$ cat src/rtl/rr_arbiter_vc.sv
// Round-robin arbiter with NUM_VC independent priority contexts and optional packet lock.
// The grant is combinational from the registered per-context state; lock_err flags a forced stall unlock.
module rr_arbiter_vc #(
    parameter int NUM_REQ      = 5,
    parameter int NUM_VC       = 2,
    parameter int LOCK_EN      = 1,
    parameter int HOLD_TIMEOUT = 0,
    localparam int VCW = (NUM_VC > 1) ? $clog2(NUM_VC) : 1,
    localparam int IW  = $clog2(NUM_REQ)
) (
    input  logic               clk,
    input  logic               reset,
    input  logic [VCW-1:0]     vc_sel,
    input  logic [NUM_REQ-1:0] req,
    input  logic [NUM_REQ-1:0] tail,
    output logic [NUM_REQ-1:0] gnt,
    output logic               gnt_valid,
    output logic [IW-1:0]      gnt_idx,
    output logic               locked,
    output logic               lock_err
);

    localparam logic [IW:0]   NR_W      = (IW+1)'(NUM_REQ);
    localparam logic [IW-1:0] PTR_RST   = IW'(NUM_REQ - 1);
    localparam logic [7:0]    IDLE_LAST = (HOLD_TIMEOUT > 0) ? 8'(HOLD_TIMEOUT - 1) : 8'd0;

    logic [IW-1:0]   ptr_q  [NUM_VC];
    logic [IW-1:0]   own_q  [NUM_VC];
    logic [7:0]      idle_q [NUM_VC];
    logic [NUM_VC-1:0] lk_q;
    logic            lock_err_q;

    logic            vc_ok;
    logic [VCW-1:0]  vc_idx;
    logic [IW-1:0]   cur_ptr;
    logic [IW-1:0]   cur_own;
    logic [7:0]      cur_idle;
    logic            cur_lk;
    logic [IW:0]     sum;
    logic [IW-1:0]   win;
    logic            found;
    logic            gnt_any;

    // Out-of-range contexts only exist when NUM_VC is not a power of two.
    if (NUM_VC >= (1 << VCW)) begin : g_vc_full
        assign vc_ok = 1'b1;
    end else begin : g_vc_part
        assign vc_ok = (vc_sel < VCW'(NUM_VC));
    end

    assign vc_idx   = vc_ok ? vc_sel : '0;
    assign cur_ptr  = ptr_q[vc_idx];
    assign cur_own  = own_q[vc_idx];
    assign cur_idle = idle_q[vc_idx];
    assign cur_lk   = lk_q[vc_idx];

    always_comb begin
        sum   = '0;
        win   = cur_own;
        found = 1'b0;
        if (cur_lk) begin
            found = req[cur_own];
        end else begin
            for (int j = 1; j <= NUM_REQ; j++) begin
                sum = {1'b0, cur_ptr} + (IW+1)'(j);
                if (sum >= NR_W) sum = sum - NR_W;
                if (!found && req[sum[IW-1:0]]) begin
                    found = 1'b1;
                    win   = sum[IW-1:0];
                end
            end
        end
    end

    assign gnt_any   = reset && vc_ok && found;
    assign gnt       = gnt_any ? (NUM_REQ'(1) << win) : '0;
    assign gnt_valid = gnt_any;
    assign gnt_idx   = gnt_any ? win : '0;
    assign locked    = reset && vc_ok && cur_lk;
    assign lock_err  = reset && lock_err_q;

    always_ff @(posedge clk) begin
        if (!reset) begin
            for (int v = 0; v < NUM_VC; v++) begin
                ptr_q[v]  <= PTR_RST;
                own_q[v]  <= '0;
                idle_q[v] <= '0;
            end
            lk_q       <= '0;
            lock_err_q <= 1'b0;
        end else begin
            lock_err_q <= 1'b0;
            if (vc_ok) begin
                if (cur_lk) begin
                    if (req[cur_own]) begin
                        idle_q[vc_idx] <= '0;
                        ptr_q[vc_idx]  <= cur_own;
                        if (tail[cur_own]) lk_q[vc_idx] <= 1'b0;
                    end else if (HOLD_TIMEOUT > 0) begin
                        if (cur_idle == IDLE_LAST) begin
                            lk_q[vc_idx]   <= 1'b0;
                            idle_q[vc_idx] <= '0;
                            lock_err_q     <= 1'b1;
                        end else if (cur_idle != 8'hFF) begin
                            idle_q[vc_idx] <= cur_idle + 8'd1;
                        end
                    end
                end else if (found) begin
                    ptr_q[vc_idx] <= win;
                    // Single-flit packets never take the lock.
                    if (LOCK_EN != 0 && !tail[win]) begin
                        lk_q[vc_idx]   <= 1'b1;
                        own_q[vc_idx]  <= win;
                        idle_q[vc_idx] <= '0;
                    end
                end
            end
        end
    end

endmodule

$ cat config.mk
export PLATFORM = sky130hd
export DESIGN_NAME = rr_arbiter_vc
export DESIGN_NICKNAME = d
export VERILOG_FILES = /design/src/rtl/rr_arbiter_vc.sv
export SDC_FILE = /design/constraint.sdc
export NUM_CORES = 1
export LEC_CHECK = 0
export BUFFER_PORTS_ARGS = -buffer_cell sky130_fd_sc_hd__buf_2
export CORE_ASPECT_RATIO = 2
export CORE_MARGIN = 2
export CORE_UTILIZATION = 40
export CTS_CLUSTER_DIAMETER = 40
export CTS_CLUSTER_SIZE = 25
export DETAILED_ROUTE_END_ITERATION = 8
export GPL_TIMING_DRIVEN = 0
export HOLD_SLACK_MARGIN = 0.06
export PLACE_DENSITY = 0.58
export SETUP_SLACK_MARGIN = 0.3
export SLEW_MARGIN = 25
export SYNTH_ARGS = -nofsm -noshare
export SYNTH_HDL_FRONTEND = slang
export SYNTH_SLANG_ARGS = --single-unit
$ cat constraint.sdc
create_clock -name clk -period 5.86 [get_ports clk]
set_input_delay 0.586 -clock clk [delete_from_list [all_inputs] [get_ports clk]]
set_output_delay 0.586 -clock clk [all_outputs]
set_load 0.005 [all_outputs]
# == Yosys cells after proc, flatten, opt, wreduce, memory -nomap -nowiden ==
# Memories as Yosys holds them, arrays and structs flattened.
# Cells that the tools add are included.
# totals
register_bits,2
latchBits,0
ramBits,12
romBits,0
in_bits,13
output_inout_bits,11
word_cells,124
mem_count,2
# op_classes
addsub,10
mul,0
n_div,0
magnitude_cmp,14
n_eq_ne,3
n_shift,1
n_mux,74
bitwise,4
n_reduce_logical,15
# mem_list
memory,words,width,rd,rd_ports_with_merged_regs,write_ports,line_no,text
own_q,2,3,1,0,2,28,logic [IW-1:0] own_q [NUM_VC];
ptr_q,2,3,1,0,2,27,logic [IW-1:0] ptr_q [NUM_VC];
# op_table
operator,n
$mux W3,20
$mux W1,39
$lt A3 B4 Y1 const B,7
$bmux W1 S3,8
$ge A4 B3 Y1 const B,5
$sub A3 B3 Y3 const B,5
$mux W2,5
$add A3 B2 Y4 const B,2
$add A3 B3 Y4 const B,2
$logic_and A1 B1 Y1,7
$reduce_or A3 Y1,2
$mux W5,1
$shl A1 B3 Y5 const A,1
$add A3 B1 Y4 const B,1
$logic_not A1 Y1,4
$ne A2 B1 Y1 const B,2
$reduce_and A4 Y1,1
$and A2 B2 Y2,1
$lt A1 B2 Y1 const B,1
$ne A2 B2 Y1 const B,1
$not A2 Y2,1
$or A2 B2 Y2,1
$reduce_bool A2 Y1,1
$demux W1 S1,1
2 further kinds,2

# == Depth between registers and ports, before layout ==
# Gate-level depths: netlist of the first run.
# An unclocked memory read counts as a cell.
# logic_depth
ltp_word,34
depth_mapped,17
mapped_depth_nobuf,14

# == Worst setup path after synthesis of the first run ==
# OpenSTA, ideal clock, no wires.
# synth_path
kind,input-to-reg
start,input port vc_sel
end,"memory own_q[1][0] (netlist name), enable pin"
setup_time_ns,0.355
arrival_time_ns,4.290
required_ns,5.505
path_slack_ns,1.214
path_stages,16
path_buffers,3
path_cell_list,mux2i_2 > clkbuf_1 > ha_1 > ha_1 > clkbuf_1 > a221oi_1 > mux2i_1 > or2_0 > o211a_2 > nand2_1 > o221a_1 > a211o_1 > buf_6 > mux2i_4 > o211ai_1 > o31ai_1
# synth_lines
element,line_no,text
from (decl),13,"input logic [VCW-1:0] vc_sel,"
to (decl),28,

# == Worst setup path in the final report of the first run ==
# layout_path
start,input port vc_sel
end,output port gnt[1]
# layout_via
elab_chain_cells,27
elab_cells_between_ends,68
cone_classes,10 x add/sub; 5 x order compare; 1 x shift; 41 x mux; 9 x reduce/logical; 2 x memory
# layout_rtl
element,line_no,text
$mem_v2 Z2 W3,n/a,
$add A3 B1 Y4,65,"sum = {1'b0, cur_ptr} + (IW+1)'(j);"
$ge A4 B3 Y1 / $sub A3 B3 Y3 (equally long branches),66,if (sum >= NR_W) sum = sum - NR_W;
$mux W3,66,
$mux W3,61,if (cur_lk) begin
$bmux W1 S3,67,if (!found && req[sum[IW-1:0]]) begin
$mux W1 (implied by the code),67,
$mux W1,67,
[... 11 more ...],n/a,
$mux W1,67,
$mux W1,61,
$logic_not A1 Y1,67,
$logic_and A1 B1 Y1,67,
$mux W3 / $mux W1 (equally long branches),67,
$mux W3 / $mux W1 (equally long branches),61,
$shl A1 B3 Y5 / $logic_and A1 B1 Y1 (equally long branches),"76, 75",
$mux W5 (*),76,assign gnt = gnt_any ? (NUM_REQ'(1) << win) : '0;
to (decl),16,"output logic [NUM_REQ-1:0] gnt,"
# Mark *: on every way between the ends. The rest lies on a longest branch, timed or not. The select of a mux whose other input is x is not followed.

==> metrics.txt, run 1 <==
cts bufs inserted 3; critical path endpoint category output port; sequential area share after synthesis 18.9%; post-layout minimum cycle time 5.24 ns; Avg Inst Size Synth 8.10 µm²; post-route insts no fill 343; fmax 0.191 GHz; headroom to the max-slew limit 32.3%; Initial DRC Count 72; synthesized area 2120 µm²; number of diodes 0; Leakage Power 0.000970 µW; syn_nets 283; CP Class input pin to output port; Vias 2,050; Mapped Cells 262; Worst-Margin Slew 1.00 ns; Seq. cell area 400 µm²; RD Place Congestion 0.901; Routed WL 5910 µm; Synth Register Bits 14; worst path required time 5.27 ns; placed inst area 2290 µm²; Hold Fails Final Rpt 0; core box area 5140 µm²; status completed; routed length per instance 17.2 µm; routed vias/inst 5.98; RSZ-0062 raised after global routing true; port buffer count 19; initial antenna violation count 0; multi-input logic area 1620 µm²; Hold-fix buffers, CTS 0; DRT Pass-1 Iters 4; design area 2360 µm²; post-synth cell types 70; Total GRT Usage 19.6%; crit path max fanout 13; Overflow after GRT 0; clk_skew 0.00205 ns; yosys warns 0; dpl ws 0.0582 ns; dpl hpwl 4850 µm; setup ws final 0.617 ns; Final Cycle Share 89.5%; CTS clk-pin slew, worst paths 0.05 ns; Hold/Removal Path Class flop to flop; Routed Antenna Nets 0; Post-CTS Setup Repair Bufs 0; Cells after DPL 339; maxcap violations 0; die area 5940 µm²; final setup TNS 0 ns; clk_lat worst skew 0.24 ns; P per Cell Area 597 nW/µm²; FFs w/ async S/R, synth 0%; H-tree depth 1; IO Count 24; TritonCTS clock tree built; largest net degree at the start of global routing 14; initial core utilization 41.3%; Finish-stage setup viols 0; vias in the first global route 2,007; FP Rows 37; CTS max path bufs 2; Root Buffer clkbuf_8; VDD IR-drop max 0.435 mV; area growth from synthesis to layout 11.4%; crit start category input pin; DRC Markers 0; share of post-route cells with drive strength above 1 22.1%; Die Ht 107 µm; Post-synth EDFFs 12; CP arrival 4.66 ns; Sink Count 14; die width 55.5 µm; Final Slew Violations 0; global-route wire length before repair 9340 µm; nets 307; fill count 557; top_reg_cell synth edfxtp_1
[routing by layer]
metal | share of wire (%) | track usage (%) | wire length [µm] | vias up
li1 | - | - | - | 1048
met5 | 0 | 0 | 0 | -
met4 | 3.8 | 8.89 | 223 | 0
met3 | 1.2 | 0.844 | 71 | 16
met1 | 36 | 17.8 | 2160 | 958
met2 | 58 | 41.9 | 3460 | 28
[cells by family after synthesis]
group,share of synthesized area [%]
AO/OA/AOI/OAI,28.2
XOR/XNOR,0.413
adder cells (fa/ha/maj),4.71
buffers and inverters,6.25
flip-flops,18.9
multiplexers,16.0
other,0.177
AND/OR/NAND/NOR,25.5
[layout by cell type, fill, tap and decap left out, types with 3 or more instances in the layout]
| cell | count |
|---|---|
| nor2_1 | 32 |
| buf_2 | 23 |
| nand2_1 | 21 |
| mux2i_1 | 18 |
| a21oi_1 | 13 |
| edfxtp_1 | 12 |
| o211ai_1 | 8 |
| ha_1 | 8 |
| nor2b_1 | 7 |
| clkbuf_1 | 6 |
| inv_1 | 6 |
| nand2b_1 | 6 |
| nor3_1 | 6 |
| mux2_2 | 5 |
| nor4_1 | 5 |
| mux2i_4 | 4 |
| inv_2 | 4 |
| o21ai_0 | 4 |
| nand3_1 | 4 |
| o21a_1 | 4 |
| a211o_1 | 4 |
| nand4_1 | 4 |
| a211oi_1 | 4 |
| buf_6 | 3 |
| o41ai_1 | 3 |
| a21o_1 | 3 |
| a21boi_0 | 3 |
| o21ai_1 | 3 |
| and2_1 | 3 |
| clkbuf_8 | 3 |
[cell usage after synthesis, types with 5 or more instances]
library cell | n | area (µm²)
ha_1 | 8 | 100
o211ai_1 | 8 | 60.1
nor4_1 | 5 | 31.3
mux2_2 | 5 | 56.3
nand2b_1 | 6 | 37.5
nor3_1 | 6 | 30.0
nor2b_1 | 7 | 43.8
inv_1 | 6 | 22.5
clkbuf_1 | 8 | 30.0
mux2i_1 | 19 | 190
nand2_1 | 21 | 78.8
edfxtp_1 | 12 | 360
a21oi_1 | 13 | 65.1
nor2_1 | 32 | 120
[power by group]
part / switching (µW) / total (µW) / leakage (µW) / internal [µW]
Clock: 31.0 / 77.3 / 0.0000231 / 46.2
Sequential: 22.4 / 180 / 0.000139 / 158
Combinational: 684 / 1160 / 0.000807 / 471
Total: 737 / 1410 / 0.000970 / 675
[worst max-delay path: stages]
cell,delay [ns]
buf_2,0.13
buf_6,0.18
mux2i_4,0.48
ha_1,0.28
ha_1,0.26
clkbuf_1,0.21
a221oi_1,0.36
mux2i_1,0.43
or2_0,0.20
o211a_2,0.26
nand2_1,0.15
o31a_1,0.40
o21ai_2,0.33
nor2b_1,0.11
and2_1,0.16
buf_2,0.12
[layout make-up]
cell class | instances | share of cell area (%)
inverters | 10 | 1.59
flip-flops and latches | 14 | 16.9
repair buffers | 19 | 4.02
clock inverters | 1 | 0.159
plain buffers | 17 | 4.13
well taps | 58 | 3.07
clock buffers | 3 | 1.75
multi-input cells | 221 | 68.4
[what timing repair did]
item / 4_1_cts / 5_1_grt
endpoints found under the setup margin: 3 / 13
cloned: 0 / 0
gates resized for setup: 1 / 7
[path summary, 6_finish.rpt]
check,start,endpoint,slack (ns),depth (start not counted)
hold reg to reg,flop,flop,0.52,2
setup reg to reg,ptr_q[1][0]$_SDFFCE_PN0P_,own_q[0][1]$_SDFFCE_PN0P_,0.79,15
hold / removal,flop,flop,0.52,2
setup / recovery,vc_sel,gnt[1],0.62,16
[through the flow]
stage / total power [µW] / utilization [%] / hold WS (ns)
floorplan: 1050 / - / 0.476
global placement: 1310 / 44.6 / 0.508
detailed placement: 1320 / 44.6 / 0.507
CTS: 1400 / 45.5 / 0.519
global route: 1540 / 46.0 / 0.564
finish: 1410 / 46.0 / 0.523
Power figures use the tool's default switching activity.
==> run 2, diff against run 1 <==
--- a/config.mk
+++ b/config.mk
@@ -14,7 +14,7 @@
 export DETAILED_ROUTE_END_ITERATION = 8
 export GPL_TIMING_DRIVEN = 0
 export HOLD_SLACK_MARGIN = 0.06
-export PLACE_DENSITY = 0.58
+export PLACE_DENSITY = 0.6
 export SETUP_SLACK_MARGIN = 0.3
 export SLEW_MARGIN = 25
 export SYNTH_ARGS = -nofsm -noshare
==> constraint.sdc (replaced) <==
create_clock -name clk -period 4.2 [get_ports clk]
set_input_delay 0.42 -clock clk [delete_from_list [all_inputs] [get_ports clk]]
set_output_delay 0.42 -clock clk [all_outputs]
set_load 0.005 [all_outputs]
==> run 2 against run 1 <==
Effect of this change: the flow now finishes with violations (negative setup slack); critical path depth stayed put; worst setup slack got worse by 0.73 ns; sequential cell count is the same; via count up 19%; register-to-register slack worse by 0.84 ns; clock skew grew 0.00066 ns; total power rose by 130%; critical endpoint is now gnt[0]; largest power group unchanged.
==> metrics.txt, run 2 (synthesized netlist as in run 1, its figures left out) <==
status finished with violations; failing checks negative setup slack; IO Count 24; Met3 Wirelength 124 µm; Worst-Margin Slew 0.917 ns; Final Util 63.8%; Sink Count 14; RD Place Congestion 0.837; Hold-fix buffers, CTS 0; top layer in use met4; maxcap violations 0; die width 55.5 µm; setup slack, reg-to-reg -0.05 ns; initial antenna violation count 0; CTS clk-pin slew, worst paths 0.06 ns; CP dominant cell by count buf_6; FP Rows 37; die area 5940 µm²; DRT Pass-1 Iters 4; worst path required time 3.78 ns; vias in the first global route 2,337; CP Class flop to output port; Routed WL 7140 µm; Int Pwr 1750 µW; clk_lat worst skew 0.24 ns; sw frac 45.4%; Hold Fails Final Rpt 0; routed vias/inst 6.04; post-layout minimum cycle time 4.31 ns; CP arrival 3.89 ns; CP Launch Point ptr_q[1][0]$_SDFFCE_PN0P_; crit-path cells mux2i_4, clkbuf_8, buf_4, buf_6, ha_4, nand2b_4, a2111o_1, o21a_4, or3_4, o211a_4, a211o_1, a32oi_2, o31a_1, buf_6, nor4b_4, buf_2; share of post-route cells with drive strength above 1 47.2%; clk_skew 0.00271 ns; Overflow after GRT 0; cts bufs inserted 3; RSZ-0062 raised after global routing true; Final Cycle Share 103%; DR WL met2 4280 µm; reg2reg path depth 18; Setup crit end gnt[0]; setup ws final -0.110 ns; largest net degree at the start of global routing 13; Finish-stage setup viols 12; H-tree depth 1; critical path's slowest cell a2111o_1; core box area 5140 µm²; Final Slew Violations 0; headroom to the max-slew limit 37.1%; Routed Antenna Nets 0; Root Buffer clkbuf_8; clock power share 3.4%; Comb power frac 88.9%; commonest cells after routing, fill and taps aside buf_4 (57), nor2_1 (31), buf_2 (21), nand2_1 (20), mux2i_1 (15); post-route insts no fill 403; routed length per instance 17.7 µm; area growth from synthesis to layout 54.5%; Total GRT Usage 23.2%; fmax 0.232 GHz; Flop pwr share 7.7%; Critical path buffers and inverters 5; VDD IR-drop max 1.01 mV; Cells after DPL 339; Psw 1460 µW; crit start category flop; reg2reg start ptr_q[1][0]$_SDFFCE_PN0P_; commonest non-fill, non-tap cell in the layout buf_4; DRC Markers 0; top cell family by delay on the critical path compound AO/OA/AOI/OAI gates; dpl hpwl 4870 µm; R2R Path End own_q[1][1]$_SDFFCE_PN0P_; Hold/Removal Path Class flop to flop; nets 367; hold_ws 0.530 ns; critical path depth in cells 16; number of diodes 0; fill count 443; Initial DRC Count 77; crit-path max cell delay 0.44 ns; Vias 2,434; CTS max path bufs 2; critical path endpoint category output port; Die Ht 107 µm; dpl ws -0.818 ns; Leakage Power 0.00137 µW; initial core utilization 41.3%; port buffer count 19; global-route wire length before repair 10,800 µm; P per Cell Area 979 nW/µm²; Pwr Total 3210 µW; DRT met1 WL 2410 µm; crit path max fanout 10; TritonCTS clock tree built
[run 2: cell types whose count changed in the layout (fill, tap and decap cells not counted), sizes merged]
cell | before | now
buf | 28 | 90
clkbuf | 11 | 9
[run 2: final cells by class]
cell class                 count  area [µm²]  area share (%)
multi-input combinational    221        1990            60.7
sequential                    14         400            12.2
inverter                      10        40.0            1.22
tap                           58        72.6            2.21
clock buffer                   3        41.3            1.26
buffer                        17         163            4.96
timing repair buffer          79         569            17.4
clock inverter                 1        3.75           0.114
[run 2: worst min-delay path by stage]
stage                     endpoint  depth (start not counted)  slack [ns]  startpoint
after global placement        flop                          2        0.50        flop
after detailed placement      flop                          2        0.50        flop
after global routing          flop                          2        0.57        flop
final                         flop                          2        0.53        flop
after CTS                     flop                          2        0.52        flop
after floorplan               flop                          2        0.48        flop
[run 2: worst register-to-register path, delay by kind of cell (launching register included)]
| kind | cells | cell delay [ns] |
|---|---|---|
| AO/OA/AOI/OAI | 8 | 1.96 |
| buffers and inverters | 5 | 0.71 |
| AND/OR/NAND/NOR | 3 | 0.62 |
| flip-flops | 1 | 0.41 |
| adder cells (fa/ha/maj) | 1 | 0.17 |
| multiplexers | 1 | 0.12 |
[run 2: power by group through the flow]
stage / Combinational (µW) / Clock [µW] / Sequential (µW)
floorplan: 1360 / 0 / 247
global placement: 1720 / 0 / 252
CTS: 2450 / 111 / 246
finish: 2850 / 110 / 247
detailed placement: 1740 / 0 / 254
global route: 3040 / 117 / 253
[run 2: stage by stage]
step | setup TNS (ns) | area (µm²)
after floorplan | 0 | 2230
after global placement | -14.88 | 2400
after detailed placement | -15.42 | 2400
after CTS | -0.950 | 3000
after global routing | -2.45 | 3280
final | -0.450 | 3280
[run 2: routing by layer]
metal,vias to the layer above,GRT usage (%)
met2,54,48.1
met1,1184,20.3
met4,0,13.9
met3,27,1.69
met5,-,0
li1,1169,-
[run 2: repair_timing]
item / in CTS / in global routing
resized for setup: 49 / 22
pin swaps: 28 / 28
setup buffers: 39 / 21
setup endpoints to repair: 35 / 35
endpoints found under the hold margin: 0 / 0
==> run 3, diff against run 2 <==
--- a/config.mk
+++ b/config.mk
@@ -5,6 +5,7 @@
 export SDC_FILE = /design/constraint.sdc
 export NUM_CORES = 1
 export LEC_CHECK = 0
+export ABC_AREA = 1
 export BUFFER_PORTS_ARGS = -buffer_cell sky130_fd_sc_hd__buf_2
 export CORE_ASPECT_RATIO = 2
 export CORE_MARGIN = 2
@@ -14,7 +15,7 @@
 export DETAILED_ROUTE_END_ITERATION = 8
 export GPL_TIMING_DRIVEN = 0
 export HOLD_SLACK_MARGIN = 0.06
-export PLACE_DENSITY = 0.6
+export PLACE_DENSITY = 0.61
 export SETUP_SLACK_MARGIN = 0.3
 export SLEW_MARGIN = 25
 export SYNTH_ARGS = -nofsm -noshare
==> run 3 against run 2 <==
Effect of this change: the flow now finishes without violations; hold slack got worse by 0.047 ns; utilization fell by 12 points; clock power fell by 5%; total power fell by 58%; register-to-register slack improved by 0.68 ns; routed wire length fell by 18%; highest routed layer unchanged; critical path depth rose by 8; largest power group unchanged; critical path type is now input pin to output port.
==> metrics.txt, run 3 <==
Initial DRC Count 51; initial antenna violation count 0; CP arrival 3.28 ns; crit-path cells clkbuf_4, inv_2, buf_12, nand2_4, nand2_4, ha_1, inv_2, nand2_2, nand3_4, o21ai_4, nand3_1, or2_1, nand2_2, nand2_1, o211ai_1, o21ai_0, nand2_1, o211ai_1, nand3_1, nand2_1, nand2_4, nand2_2, nor3_1, buf_2; routed vias/inst 5.30; routed length per instance 13.7 µm; number of diodes 0; Mapped Cells 329; critical path endpoint category output port; clock power share 7.9%; top_reg_cell synth edfxtp_1; maxcap violations 0; CTS clk-pin slew, worst paths 0.05 ns; RD Place Congestion 0.920; die width 54.5 µm; crit start category input pin; Hold Crit Depth 3; Vias 2,269; Hold-fix buffers, CTS 0; global-route wire length before repair 9050 µm; FP Rows 36; initial core utilization 41.6%; Sink Count 14; sequential area share after synthesis 19.6%; largest net degree at the start of global routing 13; reg2reg start ptr_q[1][1]$_SDFFCE_PN0P_; die area 5730 µm²; CP Launch Point vc_sel; post-layout minimum cycle time 3.70 ns; critical path's slowest cell ha_1; design area 2550 µm²; Post-synth EDFFs 12; RSZ-0062 raised after global routing true; top cells by area, synth edfxtp_1 (18%), nand2_1 (16%), nand3_1 (11%); worst path required time 3.78 ns; fill count 526; dpl hpwl 4580 µm; Root Buffer clkbuf_8; Setup crit end gnt[2]; DRT Pass-1 Iters 5; vias in the first global route 2,061; H-tree depth 1; Flop pwr share 14.9%; Finish-stage setup viols 0; Final Util 51.9%; syn_nets 350; nets 394; reg2reg path depth 24; top cells by count, synth nand2_1 (87), inv_1 (47), nand3_1 (44), nor2_1 (28), nand2_2 (19); IO Count 24; area growth from synthesis to layout 24.8%; Int Pwr 631 µW; TritonCTS clock tree built; R2R Path End own_q[1][1]$_SDFFCE_PN0P_; synthesized area 2040 µm²; Worst-Margin Slew 0.693 ns; Avg Inst Size Synth 6.21 µm²; P per Cell Area 525 nW/µm²; Pwr Total 1340 µW; sw frac 52.9%; clk_lat worst skew 0.24 ns; setup slack, reg-to-reg 0.63 ns; share of post-route cells with drive strength above 1 30.2%; Final Slew Violations 0; post-synth top area cell edfxtp_1; Comb power frac 77.2%; cts bufs inserted 3; Leakage Power 0.00127 µW; count leader, synth nand2_1; commonest non-fill, non-tap cell in the layout nand2_1; crit path max fanout 10; CTS max path bufs 2; commonest cells after routing, fill and taps aside nand2_1 (80), inv_1 (45), nand3_1 (43), nor2_1 (27); Routed Antenna Nets 0; Final Cycle Share 88.1%; core box area 4910 µm²; clk_skew 0.00233 ns; post-synth top area share 17.6%; placed inst area 2220 µm²; DRC Markers 0; Total GRT Usage 21.2%; Hold Fails Final Rpt 0; Synth Register Bits 14; Hold/Removal Path Class input pin to flop; yosys warns 0; Psw 708 µW; crit-path max cell delay 0.31 ns; CP Class input pin to output port; post-synth cell types 34; port buffer count 22; Overflow after GRT 0; Seq. cell area 400 µm²; headroom to the max-slew limit 53.3%; multi-input logic area 1550 µm²; Die Ht 105 µm; VDD IR-drop max 0.351 mV; fmax 0.270 GHz; FFs w/ async S/R, synth 0%; status completed; Routed WL 5860 µm
run 3: cell types whose count changed after synthesis, moves of 8 or more:
cell,delta
inv_1,+41
nand2_1,+66
nand3_1,+40
nand2_2,+19
o21ai_0,+13
clkbuf_1,-8
mux2i_1,-19
run 3: cell type report:
class | instances | area share [%]
sequential | 14 | 15.7
tap | 57 | 2.80
clock buffer | 3 | 1.62
timing repair buffer | 39 | 9.43
inverter | 51 | 7.66
buffer | 4 | 2.11
multi-input combinational | 260 | 60.7
run 3: kinds of logic after synthesis:
| family | after synthesis | synth area share, % |
|---|---|---|
| fa+ha+maj | 8 | 4.90 |
| flops | 14 | 19.6 |
| buf+inv | 55 | 11.4 |
| compound gates | 39 | 11.4 |
| other cells | 1 | 0.184 |
| simple gates | 212 | 52.5 |
run 3: worst min path at each step:
stage | startpoint | to | slack, ns
floorplan | flop | flop | 0.49
global placement | flop | flop | 0.51
detailed placement | flop | flop | 0.52
CTS | reset | flop | 0.49
global route | reset | flop | 0.49
finish | reset | flop | 0.48
run 3: worst max-delay path, delay by kind of cell:
kind	cells	cell delay, ns
AOI/OAI and AO/OA	4	0.47
buffers and inverters	5	0.54
adders and majority gates	1	0.31
and+or+nand+nor	14	1.52
run 3: timing repair:
item	in CTS	in global routing
gates resized for setup	15	25
setup endpoints to repair	32	21
setup buffers	0	17
pin swaps	0	8
run 3: power groups by stage:
stage / clock network, µW / logic (µW) / registers, µW
floorplan: 0 / 654 / 200
global placement: 0 / 847 / 202
detailed placement: 0 / 854 / 203
CTS: 106 / 895 / 200
global route: 112 / 1140 / 203
finish: 105 / 1030 / 200
run 3: routing by layer:
metal  vias up  track usage (%)  share of wire (%)
met5         -                0                  0
met4         0             8.75                2.6
met3        12             1.14                2.7
met2        45             42.1                 60
met1      1055             19.9                 35
li1       1157                -                  -
run 3: through the flow:
stage | setup TNS [ns] | setup slack, ns | hold slack (ns) | cells
3_5_place_dp | -2.56 | -0.231 | 0.517 | 408
5_1_grt | 0 | 0.250 | 0.493 | 428
3_3_place_gp | -1.97 | -0.192 | 0.513 | 408
4_1_cts | 0 | 0.313 | 0.488 | 411
6_report | 0 | 0.498 | 0.483 | 428
2_1_floorplan | 0 | 0.685 | 0.492 | 329
